## src/rtl/mem_port_arbiter.sv

```systemverilog
// mem_port_arbiter: shares one fixed-latency single-port RAM between the
// instruction and data cache miss ports (IDLE/ISSUE/WAIT/RESP sequencer).
module mem_port_arbiter #(
  parameter int DW        = 32,
  parameter int AW        = 8,
  parameter int MEM_LAT   = 2,
  parameter int DATA_PRIO = 0
) (
  input  logic          clk,
  input  logic          rst,
  input  logic          i_req,
  input  logic          i_we,
  input  logic [AW-1:0] i_addr,
  input  logic [DW-1:0] i_wdata,
  output logic          i_ack,
  output logic [DW-1:0] i_rdata,
  input  logic          d_req,
  input  logic          d_we,
  input  logic [AW-1:0] d_addr,
  input  logic [DW-1:0] d_wdata,
  output logic          d_ack,
  output logic [DW-1:0] d_rdata,
  output logic          ram_en,
  output logic          ram_we,
  output logic [AW-1:0] ram_addr,
  output logic [DW-1:0] ram_wdata,
  input  logic [DW-1:0] ram_rdata,
  output logic          busy,
  output logic          grant
);

  localparam int CW =
    (MEM_LAT > 1) ? $clog2(MEM_LAT) : 1;

  typedef enum logic [1:0] {
    IDLE,
    ISSUE,
    WAIT,
    RESP
  } state_t;

  state_t          r_state;
  state_t          w_next;
  logic            r_we;
  logic [AW-1:0]   r_addr;
  logic [DW-1:0]   r_wdata;
  logic            r_grant;
  logic            r_last;
  logic [CW-1:0]   r_cnt;
  logic [DW-1:0]   r_irdata;
  logic [DW-1:0]   r_drdata;

  logic            w_any;
  logic            w_win_d;
  logic            w_take;
  logic            w_done;
  logic            w_cap;

  assign w_any = i_req | d_req;

  // Tie goes to data under priority mode, else
  // to whichever port did not win last time.
  always_comb begin
    w_win_d = 1'b0;
    unique case (1'b1)
      (i_req && d_req):
        w_win_d = (DATA_PRIO != 0) || !r_last;
      (d_req && !i_req):
        w_win_d = 1'b1;
      default:
        w_win_d = 1'b0;
    endcase
  end

  assign w_take = (r_state == IDLE) && w_any;
  assign w_done = (r_state == WAIT) &&
                  (r_cnt == '0);
  assign w_cap  = w_done && !r_we;

  always_comb begin
    w_next = r_state;
    unique case (r_state)
      IDLE:    if (w_any) w_next = ISSUE;
      ISSUE:   w_next = WAIT;
      WAIT:    if (w_done) w_next = RESP;
      RESP:    w_next = IDLE;
      default: w_next = IDLE;
    endcase
  end

  always_ff @(posedge clk or negedge rst) begin
    if (!rst) begin
      r_state <= IDLE;
    end else begin
      r_state <= w_next;
    end
  end

  // Request latch; r_last starts at 1 so the
  // instruction port wins the first tie.
  always_ff @(posedge clk or negedge rst) begin
    if (!rst) begin
      r_we    <= 1'b0;
      r_addr  <= '0;
      r_wdata <= '0;
      r_grant <= 1'b0;
      r_last  <= 1'b1;
    end else if (w_take) begin
      r_grant <= w_win_d;
      r_last  <= w_win_d;
      if (w_win_d) begin
        r_we    <= d_we;
        r_addr  <= d_addr;
        r_wdata <= d_wdata;
      end else begin
        r_we    <= i_we;
        r_addr  <= i_addr;
        r_wdata <= i_wdata;
      end
    end
  end

  // Counter hits zero in the cycle ram_rdata
  // is valid, MEM_LAT cycles after the strobe.
  always_ff @(posedge clk or negedge rst) begin
    if (!rst) begin
      r_cnt <= '0;
    end else if (r_state == ISSUE) begin
      r_cnt <= CW'(MEM_LAT - 1);
    end else if ((r_state == WAIT) &&
                 (r_cnt != '0)) begin
      r_cnt <= r_cnt - 1'b1;
    end
  end

  always_ff @(posedge clk or negedge rst) begin
    if (!rst) begin
      r_irdata <= '0;
      r_drdata <= '0;
    end else if (w_cap) begin
      if (r_grant) begin
        r_drdata <= ram_rdata;
      end else begin
        r_irdata <= ram_rdata;
      end
    end
  end

  assign ram_en    = (r_state == ISSUE);
  assign ram_we    = ram_en & r_we;
  assign ram_addr  = r_addr;
  assign ram_wdata = r_wdata;

  assign i_ack   = (r_state == RESP) & ~r_grant;
  assign d_ack   = (r_state == RESP) & r_grant;
  assign i_rdata = r_irdata;
  assign d_rdata = r_drdata;
  assign busy    = (r_state != IDLE);
  assign grant   = r_grant;

endmodule

```

## config.mk

```make
export PLATFORM = sky130hd
export DESIGN_NAME = mem_port_arbiter
export DESIGN_NICKNAME = d
export VERILOG_FILES = /design/src/rtl/mem_port_arbiter.sv
export SDC_FILE = /design/constraint.sdc
export NUM_CORES = 1
export LEC_CHECK = 0
export ABC_CLOCK_PERIOD_IN_PS = 4750
export CORE_ASPECT_RATIO = 1.1
export CORE_MARGIN = 10
export CORE_UTILIZATION = 45
export CTS_BUF_LIST = sky130_fd_sc_hd__clkbuf_8
export CTS_CLUSTER_DIAMETER = 120
export DETAILED_ROUTE_END_ITERATION = 10
export PLACE_DENSITY = 0.9
export SYNTH_ARGS = -nofsm -noshare
export SYNTH_HDL_FRONTEND = slang
export SYNTH_SLANG_ARGS = --single-unit
```

## constraint.sdc

```tcl
create_clock -name clk -period 4.75 [get_ports clk]
set_clock_uncertainty 0.1 [all_clocks]
set_input_delay 0.95 -clock clk [delete_from_list [all_inputs] [get_ports clk]]
set_output_delay 0.95 -clock clk [all_outputs]
set_load 0.01 [all_outputs]
```

# Word-level counts from Yosys, hierarchy flattened
# Cells that the tools add are included.
# op_classes
muxes	9
addsub	1
n_eq_ne	5
bitwise	6
reduce_logical	15
# op_table
op	count
two-way mux 32 bit	1
two-way mux 8 bit	1
case mux 2 bit (4 select lines)	1
logical AND 1 bit	6
AND reduction 2 bit	3
== test 2 bit, second input constant	2
two-way mux 2 bit	2
inequality test 2 bit, second input constant	2
nonzero test 2 bit	2
bitwise AND 1 bit	3
zero test 1 bit	3
two-way mux 1 bit	3
== test 2 x 1 -> 1 bit, second input constant	1
zero test 2 bit	1
NOT 1 bit	2
case mux 1 bit (2 select lines)	1
OR 1 bit	1
subtractor 1 bit, second input constant	1
# word_totals
register_bits	110
out_inout_bits	110

# Depth between registers and ports, before layout
# logic_depth
ltp_word	4
ltp_mapped	7
mapped_depth_nobuf	5

# Least setup slack after synthesis
# Ideal clock, no wire load.
# synth_timing
path_type	in2reg
startpoint	input i_req
endpoint	register r_addr[0] (netlist: ram_addr[0])
setup_ns	0.077
setup_slack_ns	2.757
required_time_ns	4.573
t_arrival_ns	1.816
cell_stages	5
path_buffers	2
cell_sequence	buf_2 o21ai_1 clkbuf_1 a21oi_1 a21oi_1
# synth_between
elab_chain_len	4
word_cells_on_any_way	7
classes_between	mux: 2; bitwise: 1; reduce/logical: 4
# synth_rtl
element	line_no	source
from (decl)	11	input logic i_req,
zero test 1 bit	68	(d_req && !i_req):
logical AND 1 bit	68	
case mux 1 bit (2 select lines)	65	unique case (1'b1)
two-way mux 8 bit	111	if (w_win_d) begin
to (signal assigned)	113	r_addr <= d_addr;
to (signal assigned)	117	r_addr <= i_addr;
to (decl)	45	logic [AW-1:0] r_addr;
# Several ways; a longest one is shown, not always the timed one.
# A chain may end at the register's enable or synchronous reset.

# Worst setup path after layout
# layout_timing
startpoint	register r_state[0]
endpoint	output busy
# layout_between
elab_chain_len	1
# layout_rtl
element	line_no	source
from (decl)	42	state_t r_state;
from (signal assigned)	95	r_state <= w_next;
nonzero test 2 bit	158	assign busy = (r_state != IDLE);
to (decl)	28	output logic busy,
# No other way between the ends.

==> summary.md <==
| Metric | Value |
|---|---|
| Syn_nets | `511` |
| Hold slack | `0.4019 ns` |
| Synth top area share | `59.73%` |
| Worst-Margin Slew | `1.169 ns` |
| Clock root buffer | `clkbuf_8` |
| Async set-reset flop share out of synthesis | `100.0%` |
| HP Class | `reg2reg` |
| Int Pwr | `0.002925 W` |
| Post-synthesis sequential area ratio | `60.30%` |
| Grt ovf | `0` |
| Flop and latch count out of synthesis | `110` |
| Final HPWL DP | `11230 µm` |
| Initial core utilization | `46.18%` |
| I/O pin total | `228` |
| Setup CP Type | `reg2out` |
| Crit Reg-Reg Startpoint | `r_state[0]` |
| Post-CTS Resized | `0` |
| Final Setup Violations | `0` |
| DIE HEIGHT | `125.7 µm` |
| M1 GR Usage | `22.38%` |
| DRC | `0` |
| Max_slew headroom | `21.90%` |
| Core area | `9889 µm²` |
| DIE AREA | `14580 µm²` |
| Netlist Area Pre-Place | `4567 µm²` |
| Clk buf depth | `2` |
| Clock buffer count from CTS | `9` |
| Crit path time final | `2.921 ns` |
| Share of layout cells above drive strength 1 | `14.40%` |
| Fin nets | `728` |
| Synth top area cells | `dfrtp_1, mux2_2, a21oi_1` |
| WHS Endpoint | `i_rdata[30]` |
| Die W | `116.1 µm` |
| FF-to-FF setup slack | `2.64 ns` |
| Ys Warns | `0` |
| Worst VDD drop | `0.4345 mV` |
| Comb pwr share | `49.7%` |
| Number of global-route vias before repair | `4007` |
| Hold Buf Count CTS | `0` |
| Crit path max fanout | `7` |
| Final wirelength | `14770 µm` |
| RSZ-0062 raised after global routing | `false` |
| Area leader, netlist | `dfrtp_1` |
| Worst setup SP type | `flip-flop` |
| Worst-path clk slew | `0.10 ns` |
| Reg2reg path depth | `6` |
| Status | `finished, final reports clean` |
| Setup TNS | `0 ns` |
| Buffers on Ports | `227` |
| Vias | `3809` |
| M2 GR Usage | `33.13%` |
| Most common cell after layout, fill and taps aside | `clkdlybuf4s50_1` |
| First-pass iteration count of the detailed router | `4` |
| Final GP Congestion | `0.7690` |
| CTS tree | `yes` |
| Psw | `0.001586 W` |
| P_leak | `3.005 nW` |
| Post-CTS Setup Repair Bufs | `0` |
| Crit path DAT | `1.87 ns` |
| Global-route wire length before repair | `22570 µm` |
| Most common flop cell mapped by yosys | `dfrtp_1` |
| Max Cap Viol | `0` |
| Syn Area/Cell | `11.74 µm²` |
| Hold_sp | `i_rdata[30]` |
| R2r endpoint | `i_rdata[7]` |
| Crit end category | `output port` |
| Max Fclk | `342.4 MHz` |
| Most Used Layer, Global Route | `met2` |
| Count of inserted antenna diode cells | `0` |
| Antenna Nets Post-Route | `0` |
| Tcrit/Tclk final | `61.49%` |
| Max Slew Vio Count | `0` |
| Clk_lat worst skew | `0.36 ns` |
| Syn Inst Count | `389` |
| Hold Fails Final Rpt | `0` |
| Worst endpoint required time | `3.70 ns` |
| Gr usage total | `19.68%` |
| Synth cell types | `25` |
| Met3 Usage GRT | `8.500%` |
| Reg power frac | `37.4%` |
| Number of core rows | `38` |
| CTS Sinks | `110` |
| Cell Pwr Density | `636.4 nW/µm²` |
| Iteration-0 DRC Markers | `197` |
| Htree depth | `3` |
| Switching Fraction | `35.15%` |
| DR vias/cell | `5.211` |
| Layout area overhead | `55.21%` |
| Clk pwr share | `13.0%` |
| Hold Path Depth | `1` |
| Post-synth EDFFs | `0` |
| Wire per inst | `20.21 µm` |
| Initial antenna violation count | `0` |
| Pin count of the biggest net entering global routing | `74` |
| Fillers | `689` |
| Most frequent cells in the layout | `clkdlybuf4s50_1, dfrtp_1, a21oi_1` |
[cell usage after synthesis, types with 2 or more instances]
cell        n
clkbuf_1    8
mux2_1      4
ha_1        4
a21oi_1    83
buf_6       6
and2_1      2
nor2_1     42
inv_1       4
buf_2      11
mux2_2     61
nand2_1    42
dfrtp_1   109
[sequential cells by signal, summed over array words and instances (netlist names)]
| register | cells |
|---|---|
| r_cnt | 1 |
| r_last | 1 |
| r_state | 2 |
| grant | 1 |
| i_rdata | 32 |
| ram_addr | 8 |
| ram_wdata | 32 |
| r_we | 1 |
| d_rdata | 32 |
[worst max-delay path by stage]
stage	startpoint	to	slack, ns
floorplan	i_req	ram_addr[0]	2.76
global placement	d_req	r_we	1.75
detailed placement	d_req	ram_addr[7]	1.67
CTS	r_state[0]	busy	1.80
global route	r_state[0]	busy	1.68
finish	r_state[0]	busy	1.83
[per-stage QoR]
stage	area, µm²	utilization (%)	std cells	setup WS [ns]	total power [W]
2_1_floorplan	4567	-	389	2.757	0.002639
3_3_place_gp	6883	69.60	715	1.750	0.003846
3_5_place_dp	6883	69.60	715	1.670	0.003968
4_1_cts	7088	71.67	731	1.798	0.004565
5_1_grt	7088	71.67	731	1.680	0.004791
6_report	7088	71.67	731	1.829	0.004511
[layer usage]
metal | part of all wire, % | routed length (µm)
met5 | 0 | 0
met4 | 1.3 | 189
met3 | 11 | 1652
met2 | 49 | 7295
met1 | 38 | 5636
[cells by family (layout without fill, tap and decap cells)]
kind of cell / after synthesis / after routing / share of synthesized area (%)
adder cells (fa/ha/maj): 4 / 4 / 1.096
multiplexers: 65 / 65 / 16.03
flip-flops: 110 / 110 / 60.30
AND/OR/NAND/NOR: 89 / 89 / 8.301
AO/OA/AOI/OAI: 92 / 92 / 10.60
buffers and inverters: 29 / 251 / 3.671
[worst max-delay path, cell delays in order (launching register included)]
cell,delay (ns)
dfrtp_1,0.42
inv_1,0.10
ha_1,0.39
inv_1,0.10
clkdlybuf4s50_1,0.51
[area by class of cell]
class | instances | area (µm²) | share of cell area, %
Multi-Input combinational cell | 250 | 1664 | 23.48
Clock inverter | 6 | 67.56 | 0.9532
Tap cell | 120 | 150.1 | 2.118
Clock buffer | 10 | 137.6 | 1.942
Sequential cell | 110 | 2754 | 38.85
Inverter | 4 | 15.01 | 0.2118
Timing Repair Buffer | 231 | 2300 | 32.44
[power by group through the flow]
stage	clock [W]	sequential [W]	combinational [W]
after floorplan	0	0.00187	0.000773
after global placement	0	0.00166	0.00218
after detailed placement	0	0.00171	0.00226
after CTS	0.000601	0.00169	0.00228
after global routing	0.000642	0.00174	0.00241
final	0.000585	0.00168	0.00224
Power figures use the tool's default switching activity.
